### src/rtl/seg_scan.sv
// Multiplexed common-anode seven-segment driver with per-frame snapshot,
// blink, leading-zero blanking, decimal points and inter-digit dead time.
module seg_scan #(
    parameter int               DIGITS       = 6,
    parameter int               SCAN_DIV     = 4,
    parameter int               BLINK_FRAMES = 8,
    parameter int               LZ_BLANK     = 1,
    parameter logic [DIGITS-1:0] DP_MASK     = 6'b010100
) (
    input  logic                  clk,
    input  logic                  reset,
    input  logic                  en,
    input  logic [4*DIGITS-1:0]   raw_segs,
    input  logic [DIGITS-1:0]     blink_mask,
    output logic [DIGITS-1:0]     an,
    output logic [6:0]            seg,
    output logic                  dp
);

    localparam int IW = $clog2(DIGITS);
    localparam int DW = $clog2(SCAN_DIV);
    localparam int FW = (BLINK_FRAMES > 1) ? $clog2(BLINK_FRAMES) : 1;

    localparam logic [IW-1:0] IDX_LAST   = IW'(DIGITS - 1);
    localparam logic [DW-1:0] DIV_LAST   = DW'(SCAN_DIV - 1);
    localparam logic [FW-1:0] FRAME_LAST = FW'(BLINK_FRAMES - 1);

    logic [DW-1:0]         div_cnt_q, div_cnt_d;
    logic [IW-1:0]         idx_q, idx_d;
    logic [4*DIGITS-1:0]   snap_q, snap_d;
    logic [FW-1:0]         frame_q, frame_d;
    logic                  blink_q, blink_d;
    logic [DIGITS-1:0]     an_q, an_d;
    logic [6:0]            seg_q, seg_d;
    logic                  dp_q, dp_d;

    logic                  tick;
    logic                  frame_end;
    logic [3:0]            digit;
    logic [6:0]            glyph;
    logic                  blanked;
    logic                  lit;

    always_comb begin
        div_cnt_d = div_cnt_q;
        idx_d     = idx_q;
        snap_d    = snap_q;
        frame_d   = frame_q;
        blink_d   = blink_q;

        tick      = en && (div_cnt_q == DIV_LAST);
        frame_end = tick && (idx_q == IDX_LAST);

        if (en) begin
            div_cnt_d = tick ? '0 : div_cnt_q + 1'b1;
        end
        if (tick) begin
            idx_d = (idx_q == IDX_LAST) ? '0 : idx_q + 1'b1;
        end
        // Snapshot at frame end so a digit change never tears a frame
        if (frame_end) begin
            snap_d = raw_segs;
            if (frame_q == FRAME_LAST) begin
                frame_d = '0;
                blink_d = ~blink_q;
            end else begin
                frame_d = frame_q + 1'b1;
            end
        end
    end

    always_comb begin
        digit = 4'(snap_q >> {idx_q, 2'b00});
        glyph = 7'b0111111;
        case (digit)
            4'd0:    glyph = 7'b1000000;
            4'd1:    glyph = 7'b1111001;
            4'd2:    glyph = 7'b0100100;
            4'd3:    glyph = 7'b0110000;
            4'd4:    glyph = 7'b0011001;
            4'd5:    glyph = 7'b0010010;
            4'd6:    glyph = 7'b0000010;
            4'd7:    glyph = 7'b1111000;
            4'd8:    glyph = 7'b0000000;
            4'd9:    glyph = 7'b0010000;
            default: glyph = 7'b0111111;
        endcase
    end

    always_comb begin
        blanked = (blink_q && blink_mask[idx_q])
               || ((LZ_BLANK != 0) && (idx_q == IDX_LAST)
                   && (digit == 4'd0));
        // First cycle of each slot is dead time against ghosting
        lit  = en && (div_cnt_q != '0) && !blanked;
        an_d  = '1;
        seg_d = 7'h7F;
        dp_d  = 1'b1;
        if (lit) begin
            an_d  = ~({{(DIGITS-1){1'b0}}, 1'b1} << idx_q);
            seg_d = glyph;
            dp_d  = ~DP_MASK[idx_q];
        end
    end

    always_ff @(posedge clk) begin
        if (reset) begin
            div_cnt_q <= '0;
            idx_q     <= '0;
            snap_q    <= '0;
            frame_q   <= '0;
            blink_q   <= 1'b0;
            an_q      <= '1;
            seg_q     <= 7'h7F;
            dp_q      <= 1'b1;
        end else begin
            div_cnt_q <= div_cnt_d;
            idx_q     <= idx_d;
            snap_q    <= snap_d;
            frame_q   <= frame_d;
            blink_q   <= blink_d;
            an_q      <= an_d;
            seg_q     <= seg_d;
            dp_q      <= dp_d;
        end
    end

    assign an  = an_q;
    assign seg = seg_q;
    assign dp  = dp_q;

endmodule

### config.mk
export PLATFORM = sky130hd
export DESIGN_NAME = seg_scan
export DESIGN_NICKNAME = d
export VERILOG_FILES = /design/src/rtl/seg_scan.sv
export SDC_FILE = /design/constraint.sdc
export NUM_CORES = 1
export LEC_CHECK = 0
export CAP_MARGIN = 15
export CELL_PAD_IN_SITES_DETAIL_PLACEMENT = 0
export CELL_PAD_IN_SITES_GLOBAL_PLACEMENT = 1
export CORE_ASPECT_RATIO = 1.25
export CORE_MARGIN = 10
export CORE_UTILIZATION = 30
export CTS_CLUSTER_SIZE = 30
export DETAILED_ROUTE_END_ITERATION = 12
export HOLD_SLACK_MARGIN = 0.06
export PLACE_DENSITY = 0.68
export SLEW_MARGIN = 20
export SYNTH_ARGS = -nofsm -noshare
export SYNTH_HDL_FRONTEND = slang
export SYNTH_SLANG_ARGS = --single-unit
### constraint.sdc
create_clock -name clk -period 3.2 [get_ports clk]
set_clock_uncertainty 0.2 [all_clocks]
set_input_delay 0.48 -clock clk [delete_from_list [all_inputs] [get_ports clk]]
set_output_delay 0.48 -clock clk [all_outputs]
set_load 0.01 [all_outputs]
## After elaboration in Yosys (flattened, before gate mapping)

Memory sizes are Yosys's and may differ from the RTL's. A register that Yosys moved wholly into a read port is not among the register bits.
Cells that the tools add are included.

- Add/sub/neg operators: 3
- Order comparisons: 1
- Equality and inequality tests: 3
- Shift operators: 2
- Multiplexer cells: 8
- Bitwise operators: 4
- Reductions and logical operators: 12

Operators by type and width:

| operator | count |
|---|---|
| right shift 24 x 5 -> 4 bit | 1 |
| two-way mux 3 bit | 4 |
| adder 3 x 1 -> 3 bit (second input constant) | 2 |
| equality test 3 bit (second input constant) | 2 |
| logical AND 1 bit | 6 |
| NOT 6 bit | 1 |
| << shifter 1 x 3 -> 6 bit (first input constant) | 1 |
| zero test 4 bit | 1 |
| < comparator 3 x 4 -> 1 bit (second input constant) | 1 |
| binary-select mux 1 bit (select 3 bit) | 1 |
| NOT 1 bit | 3 |
| adder 2 x 1 -> 2 bit (second input constant) | 1 |
| equality test 2 bit (second input constant) | 1 |
| two-way mux 1 bit | 2 |
| two-way mux 2 bit | 1 |
| AND reduction 2 bit | 1 |
| nonzero test 2 bit | 1 |
| OR reduction 2 bit | 1 |
| zero test 1 bit | 1 |
| logical OR 1 bit | 1 |

- Flip-flop bits (word level): 40
- Memory bits (read-only): 120
- Input bits: 33
- Output and inout port bits: 14
- Logic and storage cells: 42
- Memories kept: 2

Memories:

| memory | depth | width | read ports | clocked after Yosys merged registers in | wr ports | line | source |
|---|---|---|---|---|---|---|---|
| (name not given) | 16 | 7 | 1 | 1 | 0 | 75 | `case (digit)` |
| (name not given) | 8 | 1 | 1 | 1 | 0 | 102 | `dp_d = ~DP_MASK[idx_q];` |

## Logic depth before layout (Yosys ltp)

Gate-level depths: netlist of run 1.

- Depth in word-level cells: 8
- Gate-level depth with buffers: 10
- Depth with buffers taken out: 8

## Worst setup path after synthesis of run 1

No wires, ideal clock.

- Path type: register -> register
- Start point: register idx_q[0]
- End point: register seg_q[0] (netlist: seg[0])
- Library setup time: 117 ps
- Arrival: 2,163 ps
- Data required time: 2,883 ps
- Path slack: 720 ps
- Stages on the path, launching flop included: 10
- Buffers on the path: 2
- Period minus slack after synthesis: 2,480 ps
- Path through: dfxtp_1 buf_6 buf_2 mux4_2 a21oi_1 inv_1 ha_1 nor3_1 a21oi_1 o22a_1

- Word-level cells in the longest chain between the ends: 8
- Elaborated cells on any way between the ends: 12
- Classes of those cells: eq/ne (1); shift (1); mux (2); bitwise (1); reduce/logical (7)

Ends and longest elaborated chain:

| item | line | source |
|---|---|---|
| start, declared | 29 | `logic [IW-1:0] idx_q, idx_d;` |
| start signal, assigned | 118 | `idx_q <= idx_d;` |
| right shift 24 x 5 -> 4 bit or binary-select mux 1 bit (select 3 bit) (tied branches) | 73, 91 |  |
| zero test 4 bit or two-way mux 1 bit (tied branches) | 93, 91 |  |
| logical AND 1 bit (on tied branches) | 93, 91 |  |
| logical OR 1 bit | 92 | `\|\| ((LZ_BLANK != 0) && (idx_q == IDX_LAST)` |
| zero test 1 bit | 95 | `lit = en && (div_cnt_q != '0) && !blanked;` |
| logical AND 1 bit | 95 |  |
| NOT 1 bit (no line) | -- |  |
| OR reduction 2 bit (no line) | -- |  |
| end, declared | 34 | `logic [6:0] seg_q, seg_d;` |

Several ways; a longest one is shown, not always the timed one. The select of a mux whose other input is x is not followed.
A chain may end at the register's enable or synchronous reset.

## Final worst setup path of run 1

- Start point: register idx_q[1]
- End point: register seg_q[0] (netlist: seg[0])

The elaborated chain is that of the path after synthesis.

==> results of run 1 <==
layer usage:
| metal | track usage | part of all wire | up-vias |
|---|---|---|---|
| li1 | - | - | 902 |
| met1 | 0.104 | 0.43 | 736 |
| met2 | 0.167 | 0.52 | 32 |
| met3 | 0.0250 | 0.047 | 2 |
| met4 | 0.0300 | 0.010 | 0 |
| met5 | 0 | 0 | - |
logic make-up after synthesis:
kind of cell / Yosys count / synth area share
adders and majority gates: 10 / 0.0597
buffers and inverters: 22 / 0.0466
AOI/OAI and AO/OA: 46 / 0.127
DFF: 48 / 0.459
muxes: 17 / 0.101
xor gates and xnor gates: 2 / 0.00836
and+or+nand+nor: 97 / 0.199
power groups by stage:
| stage | sequential [W] | combinational, W | clock, W |
|---|---|---|---|
| 2_1_floorplan | 0.000624 | 0.0000255 | 0 |
| 3_3_place_gp | 0.000622 | 0.0000815 | 0 |
| 3_5_place_dp | 0.000622 | 0.0000824 | 0 |
| 4_1_cts | 0.000608 | 0.0000828 | 0.000436 |
| 5_1_grt | 0.000609 | 0.0000888 | 0.000459 |
| 6_report | 0.000608 | 0.0000810 | 0.000425 |
worst max-delay path by stage:
| stage | start | to | slack, ns | cells after the start |
|---|---|---|---|---|
| floorplan | idx_q[0] | seg[0] | 0.72 | 9 |
| global placement | blink_mask[3] | seg[5] | 0.65 | 5 |
| detailed placement | blink_mask[3] | seg[5] | 0.63 | 5 |
| CTS | idx_q[1] | seg[0] | 0.68 | 7 |
| global route | idx_q[1] | seg[0] | 0.54 | 7 |
| finish | idx_q[1] | seg[0] | 0.70 | 7 |
area by class of cell:
cell class                      instances  area, um^2  area share
Timing Repair Buffer                   52         505       0.184
Clock inverter                          2        35.0      0.0128
Sequential cell                        48         961       0.350
Tap cell                               90         113      0.0410
Clock buffer                            6        72.6      0.0264
Inverter                                5        18.8     0.00684
Multi-Input combinational cell        172        1040       0.378
critical path, cell delays in order (launching register included):
cell and delay [ns]:
dfxtp_1 0.59, mux4_2 0.39, a21oi_1 0.40, inv_1 0.12, ha_1 0.20, nor3_1 0.18
a21oi_1 0.10, o22a_1 0.21
metrics by stage:
| step | area (um^2) | worst slack, ns |
|---|---|---|
| 2_1_floorplan | 2090 | 0.720 |
| 3_3_place_gp | 2640 | 0.649 |
| 3_5_place_dp | 2640 | 0.631 |
| 4_1_cts | 2740 | 0.681 |
| 5_1_grt | 2740 | 0.538 |
| 6_report | 2740 | 0.697 |
cells in the final DEF, fill, tap and decap left out, drive strengths merged, types with 2 or more instances in the layout:
master          n
a2bb2oi         3
o21ai           3
mux4            3
a21oi          32
clkdlybuf4s50  46
xor2            2
nand3b          2
o22a            2
nor2           13
mux2i          14
dfxtp          48
or3             4
o22ai           2
clkbuf          6
inv             5
nand2          60
nand3           2
ha             10
nor3            8
buf             6
nand2b          3
synthesized netlist by cell type (all sizes together) (3+ instances only):
master,instances
buf,7
a21oi,32
mux2i,14
a2bb2oi,3
clkbuf,10
inv,5
dfxtp,48
o21ai,3
nand2b,3
mux4,3
or3,4
nand2,60
ha,10
nor3,8
nor2,13
sequential cells by signal, indices dropped and copies added (netlist names), named ones only:
signal,count
dp,1
snap_q,24
frame_q,3
an,6
seg,7
idx_q,3
div_cnt_q,2
blink_q,1
==> key figures, run 1 <==
Status
  – Status: completed

Floorplanning
  – Die Y: 113 um
  – Total die area: 0.0107 mm^2
  – Core ar.: 0.00689 mm^2
  – I/O Pins: 47
  – Initial core utilization: 0.304
  – Width of the die: 94.7 um
  – Row count: 34

Synthesis
  – Post-synthesis sequential area ratio: 0.459
  – Synth unique cells: 31
  – Area leader, netlist: dfxtp_1
  – Async SR Flop Fraction: 0
  – Ys Warns: 0
  – Average size of a mapped cell: 8.65 um^2
  – Area share of the largest cell type after synthesis: 0.459
  – Main synth FF type: dfxtp_1
  – Synth Register Bits: 48
  – Post-synth EDFFs: 0
  – Post-Syn Instances: 242
  – Mapped Area: 0.00209 mm^2
  – Synth Net Count: 285
  – Synth area leaders: dfxtp_1, nand2_1, a21oi_1, mux2i_1, ha_1

Worst setup path
  – Worst r2r dst: seg[0]
  – Kind of critical path: flip-flop to flip-flop
  – CP Max Fanout: 10
  – R2R depth: 7
  – CP Capture Type: flip-flop
  – Reg2reg setup slack: 0.70 ns
  – R2R Path Start: idx_q[1]
  – CP Data Arrival Time: 2.49 ns
  – Critical path data required time: 3.18 ns
  – Startpoint class of the critical path: flip-flop

Global routing
  – GRT overflow: 0
  – Vias in the first global route: 1731
  – Pin count of the biggest net entering global routing: 35
  – Global-route wire length before repair: 8180 um
  – Initial antenna violation count: 0
  – Gr usage total: 0.0935

Route
  – Drt pass-1 iters: 4
  – Antenna viol nets, final: 0
  – DR iter-0 viols: 54
  – Mean routed wirelength per cell: 13.1 um
  – Overall routed net length: 4900 um
  – Via density: 4.46
  – DR vias: 1672
  – Remaining DRCs: 0

Place
  – Post-DP HPWL: 3770 um
  – Placed cells: 367
  – Number of port buffers: 46
  – Routability cong.: 0.704

Clocking
  – Post CTS Setup Buffer Count: 0
  – Clk sinks: 48
  – CTS tree: yes
  – CTS HTree Levels: 2
  – Reg clk slew, reported paths: 0.09 ns
  – PostCTS Resize Cnt: 0
  – Clock Latency Late Sink: 0.29 ns
  – Cts bufs inserted: 5
  – CTS max path bufs: 2
  – Cts hold-fix bufs: 0
  – CTS Root Buffer Type: clkbuf_8

Layout
  – Syn-to-layout area delta: 31.0%
  – Fin cells: 375
  – Inserted Diodes: 0
  – Fillers: 749
  – Nets: 327
  – Ratio of cells with drive above 1 in the final layout: 0.0596
  – Final core occ: 0.398

STA
  – RSZ-0062 raised after global routing: false
  – Crit share post-route: 0.782
  – Fin. Hold Viols: 0
  – # setup viols final: 0
  – Hold_ws: 0.184 ns
  – Slew Limit Fails: 0
  – Fmax: 400 MHz
  – Setup TNS: 0 ns
  – Worst Max-Slew Pin Slew: 0.464 ns
  – Crit path time final: 2.50 ns
  – Rel. slew slack: 0.689

Flow run
  – Maxcap violations: 0

Pwr
  – Internal power: 0.000889 W
  – Combinational group share of total power: 0.073
  – Leakage: 0.981 nW
  – Switching Fraction: 0.202
  – Pwr dens: 406 mW/mm^2
  – Register share of total power: 0.545
  – Power share of the clock group: 0.382
  – VDD IR max: 0.000142 V
  – Total power draw: 0.00111 W
  – Net switching power: 0.000225 W

Worst hold path
  – Hold-critical path depth: 1
  – Hold WC Path Type: flip-flop to flip-flop
  – Worst Hold Path EP: dp
Note: power is estimated with default switching activity, not from simulation.
==> inputs of run 2 (changes only) <==
Settings changed: PLACE_DENSITY 0.68 to 0.71.
Clock period 3.2 ns to 2.1 ns, I/O delays scaled along.
==> key figures, run 2 (same netlist as run 1, synthesis figures left out) <==
Status
  – Status: complete, but fails checks
  – Failing checks: setup timing

Floorplanning
  – Core ar.: 0.00689 mm^2
  – Width of the die: 94.7 um
  – Row count: 34
  – Initial core utilization: 0.304
  – Total die area: 0.0107 mm^2
  – I/O Pins: 47
  – Die Y: 113 um

Clocking
  – Cts hold-fix bufs: 0
  – Cts bufs inserted: 5
  – Reg clk slew, reported paths: 0.09 ns
  – CTS max path bufs: 2
  – Clock Latency Late Sink: 0.30 ns
  – CTS Root Buffer Type: clkbuf_8
  – CTS HTree Levels: 2
  – Clk sinks: 48
  – CTS tree: yes

Global routing
  – Pin count of the biggest net entering global routing: 35
  – Vias in the first global route: 1917
  – GRT overflow: 0
  – Global-route wire length before repair: 8800 um
  – Gr usage total: 0.102
  – Initial antenna violation count: 0

Place
  – Number of port buffers: 46
  – Place WS: -0.343 ns
  – Post-DP HPWL: 4070 um
  – Routability cong.: 0.816
  – Placed inst area: 0.00286 mm^2

Worst setup path
  – Max incr delay on CP: 0.50 ns
  – Critical path data required time: 2.10 ns
  – CP Max Fanout: 4
  – CP most frequent cell: buf_4
  – Slowest CP cell: mux4_2
  – Crit path buf inv count: 2
  – Startpoint class of the critical path: flip-flop
  – Delay-heaviest family, CP: multiplexers
  – CP Data Arrival Time: 2.16 ns
  – Critical-path cell list: buf_4 -> mux4_2 -> a31o_4 -> buf_4 -> nand3b_1 -> o22a_1
  – CP Capture Type: flip-flop
  – Kind of critical path: flip-flop to flip-flop

Worst hold path
  – Hold WC Path Type: flip-flop to flip-flop

Layout
  – Inserted Diodes: 0
  – Syn-to-layout area delta: 44.0%
  – Final Cell Area: 0.00302 mm^2
  – Nets: 352
  – Area of the multi-input gates: 0.00111 mm^2
  – Ratio of cells with drive above 1 in the final layout: 0.184
  – Max FFs per register: 24
  – Leading cell types in the layout, fill and taps excluded: nand2_1, dfxtp_1, clkdlybuf4s50_1
  – Biggest register: snap_q
  – Fillers: 722
  – Reg area: 966 um^2
  – Most common library cell in the layout ignoring fill and taps: nand2_1

Pwr
  – Leakage: 1.11 nW
  – VDD IR max: 0.000227 V
  – Pwr dens: 567 mW/mm^2

STA
  – Slew Limit Fails: 0
  – RSZ-0062 raised after global routing: true
  – Worst Slack Setup Final: -0.0603 ns
  – Worst Max-Slew Pin Slew: 0.447 ns
  – Fin. Hold Viols: 0
  – Rel. slew slack: 0.697
  – Crit path time final: 2.16 ns
  – Crit share post-route: 1.03
  – Fmax: 463 MHz
  – # setup viols final: 5
  – Hold_ws: 0.178 ns

Route
  – DR iter-0 viols: 86
  – Drt pass-1 iters: 4
  – DR vias: 1818
  – Overall routed net length: 5240 um
  – Via density: 4.55
  – Antenna viol nets, final: 0
  – Remaining DRCs: 0
  – Mean routed wirelength per cell: 13.1 um

Flow run
  – Maxcap violations: 0
-- run 2: layout make-up --
type / instances / area share
Inverter: 5 / 0.00622
Timing Repair Buffer: 77 / 0.231
Multi-Input combinational cell: 172 / 0.369
Clock inverter: 2 / 0.0116
Tap cell: 90 / 0.0373
Clock buffer: 6 / 0.0241
Sequential cell: 48 / 0.320
-- run 2: where the power goes --
group,internal [W],total [W],switching (W)
registers,0.000919,0.000924,0.00000514
clock network,0.000354,0.000652,0.000298
logic,0.0000875,0.000134,0.0000467
-- run 2: path summary, 6_finish.rpt --
path / startpoint / depth (start not counted) / slack (ns) / endpoint
min: flip-flop / 1 / 0.18 / dp
max: idx_q[0] / 6 / -0.06 / seg[0]
min reg2reg: flip-flop / 1 / 0.18 / dp
max reg2reg: idx_q[0] / 6 / -0.06 / seg[0]
-- run 2: per-layer routing --
metal / global-route usage / share of wire
met4: 0.0610 / 0.031
met3: 0.0210 / 0.051
met5: 0 / 0
met1: 0.110 / 0.41
met2: 0.178 / 0.51
-- run 2: what timing repair did --
| item | in CTS | in global routing |
|---|---|---|
| resized for setup | 13 | 2 |
| gates cloned | 0 | 0 |
| pin swaps | 4 | 0 |
| setup buffers | 1 | 0 |
| endpoints found under the setup margin | 10 | 12 |
-- run 2: stage by stage --
step                power, W  cells  TNS, ns  utilization
floorplan           0.000989    242   -0.140            -
global placement     0.00108    391    -2.64        0.416
detailed placement   0.00108    391    -3.40        0.416
CTS                  0.00173    400   -0.262        0.437
global route         0.00178    400   -0.878        0.438
finish               0.00171    400   -0.175        0.438
==> inputs of run 3 (changes only) <==
Settings changed: PLACE_DENSITY 0.71 to 0.73.
==> key figures, run 3 (same netlist as run 1, synthesis figures left out) <==
Layout
  – Max FFs per register: 24
  – Inserted Diodes: 0
  – Syn-to-layout area delta: 45.3%
  – Leading cell types in the layout, fill and taps excluded: nand2_1, dfxtp_1, clkdlybuf4s50_1
  – Ratio of cells with drive above 1 in the final layout: 0.192
  – Biggest register: snap_q
  – Nets: 355
  – Most common library cell in the layout ignoring fill and taps: nand2_1
  – Final Cell Area: 0.00304 mm^2

Worst setup path
  – Critical-path cell list: buf_6 -> mux4_2 -> a21oi_4 -> inv_2 -> ha_4 -> nor3_4 -> a21oi_2 -> o22a_1
  – Critical path data required time: 2.10 ns
  – CP Capture Type: flip-flop
  – CP Max Fanout: 5
  – Delay-heaviest family, CP: multiplexers
  – Slowest CP cell: mux4_2
  – R2R Path Start: idx_q[0]
  – Startpoint class of the critical path: flip-flop
  – CP Data Arrival Time: 2.18 ns
  – Max incr delay on CP: 0.53 ns
  – Crit. Startpoint: idx_q[0]
  – Kind of critical path: flip-flop to flip-flop
  – Crit path buf inv count: 2

Pwr
  – Leakage: 1.13 nW
  – Pwr dens: 537 mW/mm^2
  – Net switching power: 0.000355 W
  – VDD IR max: 0.000235 V
  – Register share of total power: 0.566
  – Power share of the clock group: 0.349
  – Switching Fraction: 0.217
  – Combinational group share of total power: 0.085
  – Internal power: 0.00128 W

STA
  – Setup TNS: -0.503 ns
  – Hold_ws: 0.193 ns
  – Worst Slack Setup Final: -0.0800 ns
  – Crit share post-route: 1.04
  – Fmax: 459 MHz
  – RSZ-0062 raised after global routing: true
  – Slew Limit Fails: 0
  – Crit path time final: 2.18 ns
  – Worst Max-Slew Pin Slew: 0.370 ns
  – Rel. slew slack: 0.753
  – # setup viols final: 10
  – Fin. Hold Viols: 0

Global routing
  – GRT overflow: 0
  – Pin count of the biggest net entering global routing: 35
  – Vias in the first global route: 1773
  – Initial antenna violation count: 0
  – Global-route wire length before repair: 8560 um
  – Gr usage total: 0.100

Place
  – Post-DP HPWL: 4070 um
  – Number of port buffers: 46
  – Placed inst area: 0.00287 mm^2
  – Place WS: -0.283 ns
  – Routability cong.: 0.758

Route
  – Antenna viol nets, final: 0
  – Via density: 4.53
  – Overall routed net length: 5260 um
  – DR vias: 1827
  – Mean routed wirelength per cell: 13.1 um
  – Drt pass-1 iters: 4
  – DR iter-0 viols: 102
  – Remaining DRCs: 0

Floorplanning
  – Core ar.: 0.00689 mm^2
  – Die Y: 113 um
  – I/O Pins: 47
  – Width of the die: 94.7 um
  – Row count: 34
  – Total die area: 0.0107 mm^2
  – Initial core utilization: 0.304

Status
  – Status: complete, but fails checks
  – Failing checks: setup timing

Worst hold path
  – Hold WC Path Type: flip-flop to flip-flop

Flow run
  – Maxcap violations: 0

Clocking
  – CTS Root Buffer Type: clkbuf_8
  – Clock Latency Late Sink: 0.30 ns
  – CTS max path bufs: 2
  – Clk sinks: 48
  – Cts bufs inserted: 5
  – CTS tree: yes
  – CTS HTree Levels: 2
  – Reg clk slew, reported paths: 0.09 ns
[run 3: layout make-up]
cell class | instances | area [um^2]
fillers | 718 | 3850
repair buffers | 80 | 732
clock inverters | 1 | 7.51
multi-input cells | 172 | 1120
well taps | 90 | 113
inverters | 5 | 18.8
clock buffers | 7 | 86.3
flip-flops and latches | 48 | 966
[run 3: power groups by stage]
stage,clock network [W],logic (W),registers [W]
2_1_floorplan,0,0.0000392,0.000950
3_3_place_gp,0,0.000136,0.000947
3_5_place_dp,0,0.000138,0.000947
4_1_cts,0.000593,0.000139,0.000924
5_1_grt,0.000624,0.000150,0.000925
6_report,0.000571,0.000139,0.000924
[run 3: worst paths after layout]
| check | end | depth (start not counted) | slack (ns) |
|---|---|---|---|
| worst min-delay path | dp | 1 | 0.19 |
| worst max-delay path | seg[0] | 8 | -0.08 |
| worst min register to register | dp | 1 | 0.19 |
| worst max register to register | seg[0] | 8 | -0.08 |
[run 3: what timing repair did]
item,4_1_cts,5_1_grt
hold buffers,0,0
pin swaps,2,7
resized for setup,9,6
cloned,0,0
setup endpoints to repair,12,12
setup buffers,2,4
[run 3: per-layer routing]
metal  track usage  wire length [um]  up-vias
li1              -                 -      957
met1         0.110              2220      827
met5             0                 0        -
met4        0.0510               113        0
met3        0.0210               261        8
met2         0.176              2670       35
[run 3: per-stage QoR]
step / cells / util / total power [W]
floorplan: 242 / - / 0.000989
finish: 403 / 0.442 / 0.00163
global placement: 390 / 0.416 / 0.00108
CTS: 399 / 0.434 / 0.00166
global route: 403 / 0.442 / 0.00170
detailed placement: 390 / 0.416 / 0.00108
